--- config.mk ---
export PLATFORM = sky130hd
export DESIGN_NAME = exc_commit_ctrl
export DESIGN_NICKNAME = d
export VERILOG_FILES = /design/src/rtl/exc_pkg.sv /design/src/rtl/exc_prio_enc.sv /design/src/rtl/exc_commit_ctrl.sv
export SDC_FILE = /design/constraint.sdc
export NUM_CORES = 1
export LEC_CHECK = 0
export ABC_AREA = 1
export BUFFER_PORTS_ARGS = -buffer_cell sky130_fd_sc_hd__buf_4
export CAP_MARGIN = 5
export CORE_MARGIN = 10
export CORE_UTILIZATION = 45
export CTS_BUF_LIST = sky130_fd_sc_hd__clkbuf_2
export DETAILED_ROUTE_END_ITERATION = 10
export PLACE_DENSITY = 0.93
export SYNTH_ARGS = -nofsm -noshare
export SYNTH_HDL_FRONTEND = slang
export SYNTH_HIERARCHICAL = 1
export SYNTH_SLANG_ARGS = --single-unit
--- constraint.sdc ---
create_clock -name clk -period 2.5 [get_ports clk]
set_input_delay 0.25 -clock clk [delete_from_list [all_inputs] [get_ports clk]]
set_output_delay 0.25 -clock clk [all_outputs]
set_load 0.05 [all_outputs]
--- src/rtl/exc_pkg.sv ---
// Shared exception definitions: one-hot bit positions, ECODE values and commit FSM states.
// The CSR file imports the same bit indices so both ends agree on the csr_exc layout.
package exc_pkg;

    localparam int EXC_W = 6;

    localparam int EXC_INT  = 5;
    localparam int EXC_ADEF = 4;
    localparam int EXC_ALE  = 3;
    localparam int EXC_BRK  = 2;
    localparam int EXC_INE  = 1;
    localparam int EXC_SYS  = 0;

    localparam logic [5:0] ECODE_INT  = 6'h00;
    localparam logic [5:0] ECODE_ADEF = 6'h08;
    localparam logic [5:0] ECODE_ALE  = 6'h09;
    localparam logic [5:0] ECODE_SYS  = 6'h0B;
    localparam logic [5:0] ECODE_BRK  = 6'h0C;
    localparam logic [5:0] ECODE_INE  = 6'h0D;

    typedef enum logic {
        IDLE  = 1'b0,
        REDIR = 1'b1
    } state_t;

endpackage

--- src/rtl/exc_prio_enc.sv ---
// Combinational priority encoder: raw {INT,ADEF,ALE,BRK,INE,SYS} flags to a one-hot vector.
// Order is INT > ADEF > INE > SYS > BRK > ALE; output is zero when no flag is set.
module exc_prio_enc
    import exc_pkg::*;
(
    input  logic [EXC_W-1:0] raw,
    output logic [EXC_W-1:0] onehot
);

    always_comb begin
        onehot = '0;
        if (raw[EXC_INT])       onehot[EXC_INT]  = 1'b1;
        else if (raw[EXC_ADEF]) onehot[EXC_ADEF] = 1'b1;
        else if (raw[EXC_INE])  onehot[EXC_INE]  = 1'b1;
        else if (raw[EXC_SYS])  onehot[EXC_SYS]  = 1'b1;
        else if (raw[EXC_BRK])  onehot[EXC_BRK]  = 1'b1;
        else if (raw[EXC_ALE])  onehot[EXC_ALE]  = 1'b1;
    end

endmodule

--- src/rtl/exc_commit_ctrl.sv ---
// Exception/ERTN commit sequencer: pulses the CSR file, flushes the pipe and offers the
// redirect PC to IF over valid/ready, with an interrupt hold-off after each redirect.
module exc_commit_ctrl
    import exc_pkg::*;
#(
    parameter int INT_HOLDOFF = 2,
    parameter int CNT_W       = 32
) (
    input  logic             clk,
    input  logic             resetn,
    input  logic             wb_valid,
    input  logic [31:0]      wb_pc,
    input  logic [4:0]       wb_exc_raw,
    input  logic             wb_ertn,
    input  logic [31:0]      wb_vaddr,
    input  logic             has_int,
    input  logic [31:0]      csr_eentry_pc,
    input  logic [31:0]      csr_eertn_pc,
    output logic [EXC_W-1:0] csr_exc,
    output logic             csr_ertn_flush,
    output logic [31:0]      csr_wb_pc,
    output logic [31:0]      csr_fault_va,
    output logic             pipe_flush,
    output logic             redir_valid,
    output logic [31:0]      redir_pc,
    input  logic             redir_ready,
    output logic             busy,
    output logic [CNT_W-1:0] exc_count
);

    localparam int HO_W = (INT_HOLDOFF > 0) ? $clog2(INT_HOLDOFF + 1) : 1;

    state_t            state_reg;
    logic              redir_valid_reg;
    logic [31:0]       redir_pc_reg;
    logic [HO_W-1:0]   holdoff_reg;
    logic [CNT_W-1:0]  exc_count_reg;

    logic              int_ok;
    logic [EXC_W-1:0]  exc_raw6;
    logic [EXC_W-1:0]  exc_sel;
    logic              exc_hit;
    logic              take;

    assign int_ok   = has_int & (holdoff_reg == '0);
    assign exc_raw6 = {int_ok, wb_exc_raw};

    exc_prio_enc u_prio (
        .raw    (exc_raw6),
        .onehot (exc_sel)
    );

    assign exc_hit = |exc_sel;
    assign take    = resetn & (state_reg == IDLE) & wb_valid & (exc_hit | wb_ertn);

    // Every output except the two passthroughs reads as zero while resetn is low.
    assign csr_exc        = take ? exc_sel : '0;
    assign csr_ertn_flush = take & ~exc_hit;
    assign pipe_flush     = take | (resetn & (state_reg == REDIR));
    assign redir_valid    = resetn & redir_valid_reg;
    assign redir_pc       = resetn ? redir_pc_reg : 32'd0;
    assign busy           = resetn & (state_reg != IDLE);
    assign exc_count      = resetn ? exc_count_reg : '0;
    assign csr_wb_pc      = wb_pc;
    assign csr_fault_va   = wb_vaddr;

    always_ff @(posedge clk) begin
        if (!resetn) begin
            state_reg       <= IDLE;
            redir_valid_reg <= 1'b0;
            redir_pc_reg    <= 32'd0;
            holdoff_reg     <= '0;
            exc_count_reg   <= '0;
        end else begin
            if (holdoff_reg != '0) begin
                holdoff_reg <= holdoff_reg - 1'b1;
            end
            case (state_reg)
                IDLE: begin
                    if (take) begin
                        state_reg       <= REDIR;
                        redir_valid_reg <= 1'b1;
                        // ERA is read here, before the CSR file applies the ERTN update.
                        redir_pc_reg    <= exc_hit ? csr_eentry_pc : csr_eertn_pc;
                        exc_count_reg   <= exc_count_reg + CNT_W'(1);
                    end
                end
                REDIR: begin
                    if (redir_valid_reg && redir_ready) begin
                        state_reg       <= IDLE;
                        redir_valid_reg <= 1'b0;
                        holdoff_reg     <= HO_W'(INT_HOLDOFF);
                    end
                end
                default: begin
                    state_reg       <= IDLE;
                    redir_valid_reg <= 1'b0;
                end
            endcase
        end
    end

endmodule

==> impl_metrics.yaml <==
outcome:
  status: "complete, no violations"
global_route:
  top_usage_layer: "met2"
  grtUsageMet3: 0.07079
  grt_pass1_vias: 4450
  use_met2: 0.3050
  antenna_found_initial: 2
  grt_first_pass_wirelength_um: 20970
  grt_max_degree: 66
  grt_util_all_layers: 0.1768
  grt.overflow.total: 0
  use_met1: 0.1830
cts:
  clk_pin_slew_ns: 0.18
  cts_buffer_depth: 2
  cts_buffers: 9
  h-tree-depth: 3
  clkSinkCount: 68
  insertion_delay_ns: 0.46
  clockRootBuffer: "clkbuf_2"
  cts_tree: "yes"
power_and_ir_drop:
  ir_drop_uv: 244.2
  powerDensity_nw_per_um2: 397.2
  p_leak_nw: 3.122
critical_path:
  worst-path-max-fanout: 5
  start_kind: "flip-flop"
  critPathCaptureType: "output port"
  cp.arrival_ns: 2.13
  critical_path_required_ns: 2.25
  critPathKind: "flip-flop to output port"
routing:
  vias: 4614
  drtIter0Drc: 264
  detail-route-antenna-nets: 0
  drc_errors: 0
  firstDrtPassIters: 5
  routedWlPerCell_um: 13.46
  wirelength_um: 13340
  viasPerCell: 4.656
timing:
  hold_violations: 0
  setup_viol: 0
  slew_headroom: 0.7491
  rsz0062_at_grt: "true"
  slew_viol_final: 0
  layout_min_cycle_time_ns: 2.381
  skew_ns: 0.02971
  fin_crit_sh: 0.9523
  worst_slew_pin_slew_ns: 0.3763
  timing.fmax_ghz: 0.4200
  setup_tns_ns: 0
final_layout:
  layout_commonest_cell: "nand2_1"
  syn2layout_area_growth_pct: 26.57
  register_area_um2: 1364
  fin_area_um2: 5674
  nNetsFinal: 994
  drive_gt1_frac: 0.2114
  layout_common_cells: "nand2_1, buf_4, inv_1"
  multi_input_area_um2: 1998
  n_fill_cell: 909
die:
  chipHeight_um: 119.8
  row_count: 36
  core_region_area_um2: 9729
  dieArea_um2: 14350
  start_util: 0.4608
  die_w_um: 119.8
  io_pins: 277
synth:
  synth_xor_area_frac: 0.007815
  synth_seq_area_share: 0.3037
  yosys_warnings: 6
  syn-num-nets: 890
  synth_top_family_by_area: "simple AND/OR/NAND/NOR gates"
  synth_edf_count: 0
  async_flop_share: 0
  yosys.area_share.simple: 0.3129
  synthAdderAreaFrac: 0.002791
  netlist_area_um2: 4483
  yosysUniqueCellTypes: 29
  synth_top_flop_cell: "dfxtp_1"
  synth-seq-cells: 68
  synthCells: 750
  synth_area_per_cell_um2: 5.977
  synth_mux_area_frac: 0
  synth_compound_area_frac: 0.1169
placed_design:
  routabilityCongestion: 0.8723
  dp_hpwl_um: 9337
  placement.io_buffers: 148
  placed_area_um2: 5215
hold_path:
  min_path_type: "input pin to flip-flop"
run:
  cap_violations: 0
critical path: stages (launching register included):
cell     delay (ns)
dfxtp_2        0.36
nor3b_4        0.24
or2_1          0.16
nor2_1         0.06
nor2_1         0.12
nand3_2        0.14
o21ai_4        0.24
buf_6          0.15
nand2_1        0.06
buf_6          0.15
report_power, final:
group	internal [mW]	switching, mW
Sequential	1.15	0.0190
Combinational	0.244	0.372
Clock	0.107	0.366
kinds of logic after synthesis:
| family | after synthesis |
|---|---|
| and+or+nand+nor | 358 |
| buffers and inverters | 232 |
| AOI/OAI and AO/OA | 87 |
| DFF | 68 |
| xor gates and xnor gates | 4 |
| adders and majority gates | 1 |
per-stage QoR:
step             util  power [mW]  worst slack [ns]  instances  hold WS [ns]
3_5_place_dp   0.5360       1.736            0.2965        942        0.4458
4_1_cts        0.5721       2.250           0.02913        983     0.0005362
6_report       0.5832       2.254            0.1192        991       0.07735
3_3_place_gp   0.5360       1.725            0.3493        942        0.4335
5_1_grt        0.5832       2.372          -0.05977        991       0.01307
2_1_floorplan       -       1.811            0.1022        750        0.4221
cell usage after synthesis, types with 2 or more instances:
library cell	number	area, um2
buf_4	66	495.5
o21ai_0	2	10.01
a21oi_1	17	85.08
dfxtp_1	68	1361
inv_1	135	506.7
buf_6	2	22.52
nand4_1	3	18.77
nand3_1	17	85.08
nand2_1	218	818.3
nor2_2	4	25.02
o21ai_1	33	165.2
buf_2	11	55.05
xnor2_1	3	26.28
clkbuf_1	14	52.55
inv_2	2	7.510
o21bai_1	2	15.01
o211ai_1	32	240.2
nor2_1	109	409.1
buf_1	2	7.510
layout make-up:
| class | count | share of cell area |
|---|---|---|
| multi-input combinational | 450 | 0.3522 |
| timing repair buffer | 188 | 0.2752 |
| sequential | 68 | 0.2404 |
| inverter | 137 | 0.09063 |
| tap | 133 | 0.02933 |
| clock buffer | 9 | 0.007938 |
| clock inverter | 4 | 0.003528 |
| antenna | 2 | 0.0008820 |
path summary, 6_finish.rpt:
| path | startpoint | to | slack [ns] | cells after the start |
|---|---|---|---|---|
| hold reg to reg | holdoff_reg[0] | holdoff_reg[0] | 0.47 | 1 |
| setup / recovery | holdoff_reg[1] | pipe_flush | 0.12 | 9 |
| hold / removal | csr_eertn_pc[18] | redir_pc_reg[18] | 0.08 | 3 |
| setup reg to reg | holdoff_reg[1] | exc_count_reg[22] | 0.45 | 11 |
per-layer routing:
layer  up-vias  share of wire  routed length, um
li1       2395              -                  -
met1      2008           0.38               5126
met2       167           0.50               6696
met3        44          0.081               1080
met4         0          0.033                434
met5         -              0                  0
timing repair:
item,CTS,global route
hold buffers,26,4
pin swaps,1,5
endpoints found under the hold margin,26,4
setup buffers,2,1
setup endpoints to repair,8,8
resized for setup,2,14
cloned,0,1
(Power assumes the default switching activity.)
